$ cat config.mk
export PLATFORM = sky130hd
export DESIGN_NAME = bcd33_generator
export DESIGN_NICKNAME = d
export VERILOG_FILES = /design/src/rtl/bcd33_generator.sv
export SDC_FILE = /design/constraint.sdc
export NUM_CORES = 1
export LEC_CHECK = 0
export BUFFER_PORTS_ARGS = -buffer_cell sky130_fd_sc_hd__buf_2
export CORE_ASPECT_RATIO = 0.6
export CORE_MARGIN = 8
export CORE_UTILIZATION = 58
export DETAILED_ROUTE_END_ITERATION = 10
export GPL_ROUTABILITY_DRIVEN = 0
export PLACE_DENSITY = 0.86
export SYNTH_ARGS = -nofsm -noshare
export SYNTH_HDL_FRONTEND = slang
export SYNTH_SLANG_ARGS = --single-unit
$ cat constraint.sdc
create_clock -name clk -period 14.4 [get_ports clk]
set_input_delay 2.88 -clock clk [delete_from_list [all_inputs] [get_ports clk]]
set_output_delay 2.88 -clock clk [all_outputs]
set_load 0.03 [all_outputs]
$ cat src/rtl/bcd33_generator.sv
// Streams ascending BCD multiples of 33, starting at the first multiple >= a loaded seed.
// Wraps to zero on decimal overflow; residue tracks value mod 33 so the search needs no divider.
//
// state  | meaning
// IDLE   | waiting for a seed, load_ready high
// SEARCH | stepping value by +1 until residue reaches 0
// EMIT   | presenting multiples of 33 on the valid/ready output
module bcd33_generator #(
    parameter int DIGITS = 4
) (
    input  logic                  clk,
    input  logic                  rst_n,
    input  logic                  load_valid,
    output logic                  load_ready,
    input  logic [4*DIGITS-1:0]   load_bcd,
    input  logic                  stop,
    output logic                  out_valid,
    input  logic                  out_ready,
    output logic [4*DIGITS-1:0]   out_bcd,
    output logic                  out_last,
    output logic                  err,
    output logic                  busy
);
    localparam int W = 4 * DIGITS;
    localparam logic [W-1:0] BCD_ONE = W'(4'h1);
    localparam logic [W-1:0] BCD_33  = W'(8'h33);

    typedef enum logic [1:0] {IDLE, SEARCH, EMIT} state_t;

    state_t       state, state_d;
    logic [W-1:0] value, value_d;
    logic [5:0]   residue, residue_d;
    logic         err_q, err_d;
    logic [W:0]   inc_sum, add33_sum;
    logic         seed_ok;
    logic [5:0]   seed_res;

    // Digit-serial decimal add; bit W of the result is the carry out of the top digit.
    function automatic logic [W:0] bcd_add(input logic [W-1:0] a, input logic [W-1:0] b);
        logic [W-1:0] s;
        logic         c;
        logic [4:0]   d;
        s = '0;
        c = 1'b0;
        for (int i = 0; i < DIGITS; i++) begin
            d = {1'b0, a[4*i +: 4]} + {1'b0, b[4*i +: 4]} + {4'd0, c};
            if (d > 5'd9) begin
                d = d + 5'd6;
                c = 1'b1;
            end else begin
                c = 1'b0;
            end
            s[4*i +: 4] = d[3:0];
        end
        return {c, s};
    endfunction

    // 100 == 1 (mod 33), so digit pairs fold into even + 10*odd before reduction.
    function automatic logic [5:0] seed_residue(input logic [W-1:0] v);
        logic [8:0] ev, od, t;
        ev = '0;
        od = '0;
        for (int i = 0; i < DIGITS; i++) begin
            if (i % 2 == 0) ev = ev + 9'(v[4*i +: 4]);
            else            od = od + 9'(v[4*i +: 4]);
        end
        t = ev + (od << 3) + (od << 1);
        if (t >= 9'd264) t = t - 9'd264;
        if (t >= 9'd132) t = t - 9'd132;
        if (t >= 9'd66)  t = t - 9'd66;
        if (t >= 9'd33)  t = t - 9'd33;
        return 6'(t);
    endfunction

    always_comb begin
        seed_ok = 1'b1;
        for (int i = 0; i < DIGITS; i++) begin
            if (load_bcd[4*i +: 4] > 4'd9) seed_ok = 1'b0;
        end
    end

    assign seed_res  = seed_residue(load_bcd);
    assign inc_sum   = bcd_add(value, BCD_ONE);
    assign add33_sum = bcd_add(value, BCD_33);

    always_comb begin
        state_d   = state;
        value_d   = value;
        residue_d = residue;
        err_d     = 1'b0;
        if (stop) begin
            state_d = IDLE;
        end else begin
            case (state)
                IDLE: begin
                    if (load_valid) begin
                        if (seed_ok) begin
                            value_d   = load_bcd;
                            residue_d = seed_res;
                            state_d   = SEARCH;
                        end else begin
                            err_d = 1'b1;
                        end
                    end
                end
                SEARCH: begin
                    if (residue == 6'd0) begin
                        state_d = EMIT;
                    end else if (inc_sum[W]) begin
                        value_d   = '0;
                        residue_d = '0;
                        state_d   = EMIT;
                    end else begin
                        value_d   = inc_sum[W-1:0];
                        residue_d = (residue == 6'd32) ? 6'd0 : residue + 6'd1;
                    end
                end
                EMIT: begin
                    if (out_ready) value_d = add33_sum[W] ? '0 : add33_sum[W-1:0];
                end
                default: state_d = IDLE;
            endcase
        end
    end

    always_ff @(posedge clk or negedge rst_n) begin
        if (!rst_n) begin
            state   <= IDLE;
            value   <= '0;
            residue <= '0;
            err_q   <= 1'b0;
        end else begin
            state   <= state_d;
            value   <= value_d;
            residue <= residue_d;
            err_q   <= err_d;
        end
    end

    assign load_ready = (state == IDLE);
    assign out_valid  = (state == EMIT);
    assign out_last   = out_valid && add33_sum[W];
    assign out_bcd    = value;
    assign err        = err_q;
    assign busy       = (state != IDLE);
endmodule

After elaboration in Yosys (flattened, before gate mapping). Index checks and enable logic that the tools add are counted.

Mux-type cells: 47. $lt $le $gt $ge: 16. Bitwise gates (word level): 1. Eq/ne operators: 11. Reduce and logical (&&, ||, !) cells: 9. $add $sub $neg: 26.

Operator list (count): 16-bit 2-to-1 mux (6); 16-bit one-hot mux with 3 select lines (1); 5-bit by 4-bit greater-than comparator with 1-bit output, second input constant (8); 6-bit 2-to-1 mux (6); 4-bit by 3-bit adder with 4-bit output, second input constant (8); 4-bit 2-to-1 mux (8); 9-bit 2-to-1 mux (3); 4-bit by 1-bit adder with 5-bit output (5); 4-bit greater-than comparator, second input constant (4); 1-bit 2-to-1 mux (16); 6-bit one-hot mux with 2 select lines (1); 4-bit by 2-bit adder with 5-bit output, second input constant (2); 4-bit by 4-bit adder with 5-bit output (2); 2-bit 2-to-1 mux (5); 5-bit by 8-bit adder with 9-bit output (1); 9-bit by 6-bit adder with 9-bit output (1); 9-bit by 6-bit >= comparator with 1-bit output, second input constant (1); 9-bit by 7-bit >= comparator with 1-bit output, second input constant (1); 9-bit by 8-bit >= comparator with 1-bit output, second input constant (1); 9-bit >= comparator, second input constant (1); 9-bit by 7-bit subtractor with 9-bit output, second input constant (1); 9-bit by 8-bit subtractor with 9-bit output, second input constant (1); 9-bit subtractor, second input constant (1); 6-bit by 1-bit adder with 6-bit output, second input constant (1); other kinds (21) (25).

Word-level logic and storage cells: 114. Output and inout bits: 21. Input port bits: 21. Register bits: 25.

Longest topological paths before layout. Gate-level depths: netlist of the first run.

Depth after elaboration: 16. Gate-level depth with buffers: 39. Gate-level depth less buffers: 37.

Worst setup path before layout of the first run. OpenSTA, ideal clock, no wires.

Path type: in2reg. From: input load_bcd[4]. To: register residue[1]. Data arrival time: 9.566 ns. Required time: 14.310 ns. Stages on the path: 29. Library setup time: 0.090 ns. Setup slack: 4.743 ns. Buffers on the path: 0. Cell sequence: ha_1 inv_1 fa_1 fa_1 inv_1 ha_1 ha_1 inv_1 fa_1 xnor2_2 inv_1 ha_1 o21ai_2 or4_4 o31ai_4 mux2_2 o21ai_0 a31oi_1 inv_1 ha_1 nand4b_1 a21oi_1 o21ai_2 xnor2_1 ha_1 or4b_4 a31oi_4 mux2_2 o221ai_1.

Word-level cells in the longest chain between the ends: 14. Elaborated cells between the ends (all ways): 24. Classes of those cells: add/sub (7); order compare (5); eq/ne (1); mux (10); reduce/logical (1).

Ends and longest elaborated chain: from (decl) (RTL line 15) `input logic [4*DIGITS-1:0] load_bcd,`; 4-bit by 4-bit adder with 5-bit output (RTL line 65) `else od = od + 9'(v[4*i +: 4]);`; 5-bit by 8-bit adder with 9-bit output (RTL line 67) `t = ev + (od << 3) + (od << 1);`; 9-bit by 6-bit adder with 9-bit output (RTL line 67); 9-bit subtractor or 9-bit >= comparator (tied branches) (RTL line 68) `if (t >= 9'd264) t = t - 9'd264;`; 9-bit 2-to-1 mux (RTL line 68); 9-bit by 8-bit subtractor with 9-bit output or 9-bit by 8-bit >= comparator with 1-bit output (tied branches) (RTL line 69) `if (t >= 9'd132) t = t - 9'd132;`; 9-bit 2-to-1 mux (RTL line 69); 9-bit by 7-bit subtractor with 9-bit output or 9-bit by 7-bit >= comparator with 1-bit output (tied branches) (RTL line 70) `if (t >= 9'd66) t = t - 9'd66;`; 9-bit 2-to-1 mux (RTL line 70); 9-bit by 6-bit >= comparator with 1-bit output or 6-bit subtractor (tied branches) (RTL line 71) `if (t >= 9'd33) t = t - 9'd33;`; 6-bit 2-to-1 mux (RTL line 71); 6-bit 2-to-1 mux (RTL line 97) `if (seed_ok) begin`; 6-bit 2-to-1 mux (RTL line 96) `if (load_valid) begin`; 6-bit one-hot mux with 2 select lines (RTL line 94) `case (state)`; to (signal assigned) (RTL line 135) `residue <= residue_d;`; to (decl) (RTL line 32) `logic [5:0] residue, residue_d;`.

Parallel ways exist; a longest one is shown, timed or not. The select of a mux whose other input is x is not followed. A chain may end at the register's enable or synchronous reset.

Worst setup path after layout of the first run. Ends and elaborated chain as after synthesis.

==> out/results.txt, run 1 <==
Run status: complete, no violations
Drt first-iter violations: 352
Worst hold path type: reg -> reg
Final hold violations: 0
Final setup fails: 0
Clk_lat worst skew: 0.27 ns
Design Area, Final: 0.00453 mm²
Post-CTS Setup Bufs: 0
Relative slew slack: 37.1%
Initial Util: 58.9%
F_max: 0.0959 GHz
TritonCTS clock tree: yes
EDFF count, synth: 0
Fin cells: 662
Clk_skew: 0.00542 ns
WP buf/inv: 6
Post-route setup TNS: 0 ns
CP Capture Type: flip-flop
Mapped Area: 0.00421 mm²
Die width: 126 µm
Antenna cells: 0
Critical path class: in -> reg
Synth Flop Type: dfrtp_1
Reg-to-Reg End: residue[3]
Seq/Total Area, Yosys: 14.9%
Vias in the first global route: 4141
Commonest non-fill, non-tap cell in the layout: nand2_1
Critical Path RT: 14.57 ns
Die Y: 82.0 µm
R2r setup slk: 6.17 ns
CTS Hold Bufs: 0
First-pass GRT wire length: 19.3 mm
#FFs+latches synth: 25
Post-route minimum period: 10.43 ns
Final Slew Violations: 0
FF-to-FF path depth: 37
GRT met3 Usage: 4.15%
Reg2reg start: out_bcd[0]
Half-perimeter wire length after placement: 9.25 mm
Netlist cell types: 80
Core footprint: 0.00715 mm²
Pin count of the biggest net entering global routing: 33
Syn_area_per_cell: 7.70 µm²
Critical Path Start Type: input pin
Hold depth: 2
Worst Tran Pin Value: 0.943 ns
Top Usage Layer GRT: met2
Number of max-cap violations: 0
Period Utilization, post-route: 72.4%
Post-DR wirelength/cell: 17.7 µm
Row count: 24
Gr usage total: 22.4%
Io pins: 42
Clock sinks: 25
Total CTS buffers: 3
Met2 Use GR: 37.0%
DP Cell Count: 658
HP Start: out_bcd[12]
GRT Residual Overflow: 0
Met1 Usage GRT: 30.1%
Most frequent cells in the layout: 67 x nand2_1, 55 x o21ai_0, 54 x ha_1
Crit path top cell by count: ha_1
H-tree levels: 1
Initial antenna violation count: 0
Syn Inst Count: 547
Post-route DRC: 0
Die ar.: 0.0103 mm²
Hold EP: out_bcd[12]
Arrival time worst endpoint: 10.60 ns
CP max-delay cell: or4_4
Crit path max fanout: 10
I/O Buffers: 41
CP peak stage delay: 0.59 ns
Max Root-Sink Buffers: 2
Critical path's top delay family: adder cells
Reg clk slew, reported paths: 0.07 ns
Layout area overhead: 7.55%
Dpl cell area: 0.00445 mm²
Post-DR vias/cell: 6.55
RSZ-0062 raised after global routing: false
Layout Nets: 653
DR pass1 iterations: 5
Via count: 4338
Clock root buffer: clkbuf_16
YS warnings: 0
CTS resizes: 0
Detailed Route WL: 11.7 mm
Post-route ant nets: 0
Synthesized Nets: 628
Asr flop ratio synth: 100%
FILL cells: 598
Layout cell share with drive strength beyond 1: 12.1%
## Yosys cell counts (all sizes together) (4+ instances only)
cell type | number | area, µm²
a31oi | 8 | 65.1
a221oi | 5 | 43.8
and2 | 7 | 43.8
xnor2 | 19 | 174
mux2i | 16 | 164
nand2 | 67 | 251
o31ai | 6 | 58.8
clkbuf | 19 | 71.3
o21a | 5 | 37.5
a211o | 5 | 43.8
nand3 | 12 | 60.1
ha | 54 | 676
nor2b | 7 | 43.8
a22oi | 14 | 105
a21oi | 20 | 104
inv | 48 | 180
nand4b | 4 | 35.0
mux2 | 4 | 48.8
xor2 | 12 | 105
fa | 6 | 120
nor3 | 7 | 35.0
nand2b | 10 | 62.6
o21ai | 60 | 312
and3 | 5 | 31.3
or2 | 6 | 37.5
dfrtp | 25 | 626
nor2 | 30 | 113
a41oi | 4 | 42.6
## tightest hold or removal path, cell delays in order (launching register included)
cell	delay, ns
dfrtp_1	0.39
nand2_1	0.06
o21ai_0	0.07
## through the flow
| stage | hold slack, ns | util, % | setup WS [ns] |
|---|---|---|---|
| finish | 0.561 | 63.4 | 3.97 |
| global route | 0.596 | 63.4 | 3.59 |
| CTS | 0.559 | 63.4 | 4.11 |
| detailed placement | 0.543 | 62.3 | 3.86 |
| global placement | 0.529 | 62.3 | 4.24 |
| floorplan | 0.519 | - | 4.74 |
## registers in the layout (all words and copies together) (netlist names)
| register | flops |
|---|---|
| out_bcd | 16 |
| residue | 6 |
| state | 2 |
| err | 1 |
## logic make-up after synthesis
group | count (synthesis) | share of synthesized area (%)
buf+inv | 70 | 6.36
mux | 20 | 5.05
simple gates | 177 | 21.2
flops | 25 | 14.9
xor+xnor | 31 | 6.63
fa+ha+maj | 60 | 18.9
compound gates | 164 | 27.0
## routing by layer
| layer | wire length (µm) | share of wire, % | up-vias |
|---|---|---|---|
| li1 | - | - | 2034 |
| met1 | 5250 | 45 | 2051 |
| met2 | 5150 | 44 | 225 |
| met3 | 1110 | 9.5 | 28 |
| met4 | 194 | 1.7 | 0 |
| met5 | 0 | 0 | - |
## worst max-delay path by stage
| stage | endpoint | from | cells past startpoint | slack [ns] |
|---|---|---|---|---|
| after floorplan | residue[1] | load_bcd[4] | 29 | 4.74 |
| after global placement | residue[1] | load_bcd[4] | 30 | 4.24 |
| after detailed placement | residue[3] | load_bcd[4] | 30 | 3.86 |
| after CTS | residue[3] | load_bcd[4] | 30 | 4.11 |
| after global routing | residue[3] | load_bcd[4] | 30 | 3.59 |
| final | residue[1] | load_bcd[4] | 30 | 3.97 |
## cell type report
| class | count | area, µm² | share of cell area [%] |
|---|---|---|---|
| Multi-Input combinational cell | 452 | 3320 | 73.3 |
| Sequential cell | 25 | 626 | 13.8 |
| Timing Repair Buffer | 42 | 213 | 4.70 |
| Inverter | 48 | 180 | 3.98 |
| Tap cell | 91 | 114 | 2.51 |
| Clock buffer | 4 | 78.8 | 1.74 |
Power of run 1 is not shown: default switching activity piles up to over one toggle a cycle in this logic, so the estimate is an artifact.
==> inputs of run 2 (changes only) <==
CORE_UTILIZATION = 56   (was 58)
clock period = 8.9 ns   (was 14.4 ns; I/O delays follow)
==> run 2 against run 1 <==
  * Worst setup slack got worse by 3.6 ns
  * First-iteration DRC count up 11%
  * Sequential share of layout area down 0.21 points
  * Clock-buffer cell count did not move
  * Die area is 3.0% higher
  * Register-to-register slack got worse by 5.0 ns
  * Final area is 1.6% higher
  * Non-clock buffer count grew 5
==> out/results.txt, run 2 (same netlist as run 1, synthesis figures left out) <==
Run status: complete, no violations
Reg clk slew, reported paths: 0.07 ns
Layout Utilization: 63.3%
Half-perimeter wire length after placement: 9.40 mm
Number of flip-flops under the largest register name: 16
Layout area overhead: 9.24%
Clock root buffer: clkbuf_16
Crit path launch: load_bcd[4]
Worst hold path type: reg -> reg
Pin count of the biggest net entering global routing: 33
Critical path's top delay family: adder cells
CTS Hold Bufs: 0
CTS resizes: 0
Row count: 24
Post-route minimum period: 8.56 ns
Drt first-iter violations: 389
Final Slew Violations: 0
Relative slew slack: 40.2%
CP Capture Type: flip-flop
Initial Util: 58.0%
Detailed Route WL: 11.9 mm
Post-route DRC: 0
I/O Buffers: 41
Layout Nets: 658
Post-route ant nets: 0
TritonCTS clock tree: yes
Critical path class: in -> reg
DP Cell Count: 676
Final hold violations: 0
Hold slack: 0.576 ns
FILL cells: 632
Critical Path Start Type: input pin
Post-route setup TNS: 0 ns
Post-DR wirelength/cell: 17.4 µm
Area of the multi-input gates: 0.00334 mm²
Crit path max fanout: 8
HP Start: out_bcd[12]
DR pass1 iterations: 6
Commonest non-fill, non-tap cell in the layout: nand2_1
Layout cell share with drive strength beyond 1: 13.4%
Clock sinks: 25
Register Area: 626 µm²
Post-DR vias/cell: 6.38
Gr usage total: 21.5%
Max Root-Sink Buffers: 2
Period Utilization, post-route: 96.2%
Die width: 128 µm
GRT Residual Overflow: 0
Core footprint: 0.00727 mm²
CP peak stage delay: 0.58 ns
Critical Path RT: 9.08 ns
Via count: 4338
Clk_skew: 0.00352 ns
Die Y: 83.2 µm
CP max-delay cell: or4_4
Final setup fails: 0
Vias in the first global route: 4067
H-tree levels: 1
Worst Tran Pin Value: 0.897 ns
Post-CTS Setup Bufs: 0
Most frequent cells in the layout: 67 x nand2_1, 53 x o21ai_0, 53 x ha_1
Io pins: 42
Total CTS buffers: 3
Antenna cells: 0
F_max: 0.117 GHz
Clk_lat worst skew: 0.26 ns
Reg2reg start: out_bcd[0]
First-pass GRT wire length: 19.3 mm
Initial antenna violation count: 0
Die ar.: 0.0106 mm²
WP buf/inv: 6
Fin cells: 680
Arrival time worst endpoint: 8.73 ns
Number of max-cap violations: 0
[run 2: cell count changes in the layout (fill, tap and decap cells not counted), sizes merged]
cell and change:
buf +5
[run 2: worst register-to-register path: cells and delay by family (launching register included)]
family | cells | cell delay, ns
and+or+nand+nor | 6 | 0.67
adders and majority gates | 10 | 2.45
buffers and inverters | 5 | 0.79
DFF | 1 | 0.54
xor gates and xnor gates | 2 | 0.58
muxes | 1 | 0.10
AOI/OAI and AO/OA | 12 | 2.48
[run 2: metrics by stage]
stage / worst slack (ns) / area [µm²]
after global routing: -0.00268 / 4600
after CTS: 0.0155 / 4580
after floorplan: 0.343 / 4210
final: 0.342 / 4600
after global placement: 0.280 / 4500
after detailed placement: -0.0406 / 4500
[run 2: cell type report]
type / instances / share of cell area, %
multi-input combinational: 452 / 72.5
sequential: 25 / 13.6
timing repair buffer: 47 / 5.44
inverter: 48 / 3.92
tap: 104 / 2.83
clock buffer: 4 / 1.71
[run 2: metal layers]
metal,part of all wire [%],up-vias,track usage [%]
li1,-,2041,-
met1,45,2038,29.7
met2,43,229,34.2
met3,10,30,4.34
met4,1.7,0,3.65
met5,0,-,0
[run 2: path summary, 6_finish.rpt]
path | to | slack (ns) | cells past startpoint
setup / recovery | residue[1] | 0.34 | 30
hold / removal | out_bcd[12] | 0.58 | 2
setup reg to reg | out_bcd[15] | 1.18 | 36
hold reg to reg | out_bcd[12] | 0.58 | 2
max in group asynchronous | out_bcd[4] | 6.96 | 1
min in group asynchronous | out_bcd[3] | 1.53 | 1
Power of run 2 is left out for the same reason.
==> inputs of run 3 (changes only) <==
ABC_AREA = 1   (was default)
==> run 3 against run 2 <==
  * Highest routed layer unchanged
  * Critical path type is now reg -> out
  * Non-clock buffer count fell by 5
  * Core utilization is 0.36 points lower
  * First-iteration DRC count up 11%
  * Register-to-register slack improved by 0.13 ns
==> out/results.txt, run 3 <==
Number of max-cap violations: 0
Critical Path Start Type: flip-flop
I/O Buffers: 41
Synthesized Nets: 686
RSZ-0062 raised after global routing: false
Clock root buffer: clkbuf_16
Via count: 4322
Post-route setup TNS: 0 ns
Crit path top cell by count: ha_1
Detailed Route WL: 11.2 mm
Dpl cell area: 0.00449 mm²
TritonCTS clock tree: yes
DR pass1 iterations: 5
Layout area overhead: 9.30%
CTS resizes: 0
Worst Tran Pin Value: 1.17 ns
Syn Inst Count: 605
FILL cells: 621
Final setup fails: 0
Clock sinks: 25
Post-route minimum period: 8.14 ns
Number of flip-flops under the largest register name: 16
Netlist cell types: 47
Row count: 24
First-pass GRT wire length: 19.2 mm
Design Area, Final: 0.00457 mm²
Pin count of the biggest net entering global routing: 26
Drt first-iter violations: 433
Synth top area cells: ha_1 16%, dfrtp_1 15%, nand2_1 9.4%
Die width: 128 µm
Period Utilization, post-route: 91.5%
Reg2reg start: out_bcd[0]
GRT Residual Overflow: 0
Die ar.: 0.0106 mm²
Asr flop ratio synth: 100%
#FFs+latches synth: 25
CP Capture Type: primary output
Synth Flop Type: dfrtp_1
EDFF count, synth: 0
Antenna cells: 0
Die Y: 83.0 µm
CP peak stage delay: 0.46 ns
Post-CTS Setup Bufs: 0
Clk_lat worst skew: 0.27 ns
Crit path max fanout: 7
Post-DR vias/cell: 5.79
Critical Path RT: 7.12 ns
Total CTS buffers: 3
Max Root-Sink Buffers: 2
Commonest non-fill, non-tap cell in the layout: nand2_1
Cell taking the most area after synthesis: ha_1
Post-DR wirelength/cell: 15.0 µm
Seq/Total Area, Yosys: 14.9%
Final Slew Violations: 0
Reg clk slew, reported paths: 0.07 ns
Layout cell share with drive strength beyond 1: 16.4%
Initial Util: 57.6%
CP max-delay cell: dfrtp_1
H-tree levels: 1
Post-synth top cells: 105 x nand2_1, 90 x inv_1, 55 x nand3_1, 54 x ha_1, 37 x nor2_1
Final hold violations: 0
Gr usage total: 21.3%
Register Area: 626 µm²
Half-perimeter wire length after placement: 9.09 mm
Critical path class: reg -> out
Crit path launch: out_bcd[0]
HP Start: out_bcd[12]
Mapped Area: 0.00419 mm²
WP buf/inv: 5
Top-count cell post-synth: nand2_1
Relative slew slack: 20.9%
Critical path's top delay family: adder cells
Synth top area share: 16.1%
YS warnings: 0
Area of the multi-input gates: 0.00316 mm²
Core footprint: 0.00727 mm²
Layout Nets: 724
Post-route ant nets: 0
CTS Hold Bufs: 0
Hold slack: 0.571 ns
Clk_skew: 0.00492 ns
Arrival time worst endpoint: 6.36 ns
Most frequent cells in the layout: 105 x nand2_1, 90 x inv_1, 55 x nand3_1
Initial antenna violation count: 0
Io pins: 42
Worst hold path type: reg -> reg
Run status: complete, no violations
Vias in the first global route: 4055
Post-route DRC: 0
Syn_area_per_cell: 6.92 µm²
F_max: 0.123 GHz
[run 3: cell types whose count changed after synthesis, moves of 9 or more]
cell / previous run / this run
nand2_1: 67 / 105
xor2_1: 12 / 23
a21oi_1: 19 / 30
a22oi_1: 14 / 3
o21ai_0: 55 / 35
nand2_2: 0 / 19
nand3_1: 12 / 55
nand2_4: 0 / 9
clkbuf_1: 19 / 9
nand2b_1: 10 / 0
mux2i_1: 15 / 0
inv_1: 48 / 90
[run 3: path summary, 6_finish.rpt]
| check | depth (start not counted) | slack, ns | end |
|---|---|---|---|
| setup reg to reg | 35 | 1.31 | out_bcd[9] |
| setup / recovery | 28 | 0.76 | out_last |
| min in group asynchronous | 1 | 1.53 | out_bcd[3] |
| max in group asynchronous | 1 | 6.95 | out_bcd[15] |
| hold reg to reg | 2 | 0.57 | out_bcd[12] |
| hold / removal | 2 | 0.57 | out_bcd[12] |
[run 3: worst register-to-register path, delay by kind of cell, from the launching register on]
kind,cells,cell delay (ns)
buf+inv,7,1.37
flops,1,0.46
simple gates,4,0.87
xor+xnor,3,0.76
fa+ha+maj,10,2.31
compound gates,11,1.73
[run 3: layer usage]
metal / wire, µm / share of wire, % / global-route usage [%]
met5: 0 / 0 / 0
met1: 5330 / 48 / 30.2
met2: 4800 / 43 / 32.8
met4: 140 / 1.3 / 2.79
met3: 889 / 8.0 / 4.78
[run 3: cell families (layout without fill, tap and decap cells)]
group	Yosys count	count (layout)	share of synthesized area, %
and+or+nand+nor	267	267	32.8
xor gates and xnor gates	33	33	6.91
AOI/OAI and AO/OA	113	113	16.8
adders and majority gates	60	60	19.0
DFF	25	25	14.9
buffers and inverters	107	144	9.60
[run 3: metrics by stage]
| step | util [%] | instances | setup slack (ns) |
|---|---|---|---|
| final | 62.9 | 746 | 0.757 |
| after global routing | 62.9 | 746 | 0.258 |
| after CTS | 62.9 | 746 | 0.872 |
| after detailed placement | 61.8 | 742 | 1.18 |
| after global placement | 61.8 | 742 | 1.46 |
| after floorplan | - | 605 | 1.65 |
[run 3: layout make-up]
type / count / share of cell area (%)
well taps: 104 / 2.84
repair buffers: 42 / 4.65
clock buffers: 3 / 1.64
inverters: 98 / 8.04
multi-input cells: 473 / 69.0
clock inverters: 1 / 0.109
flip-flops and latches: 25 / 13.7
Power of run 3 is left out for the same reason.
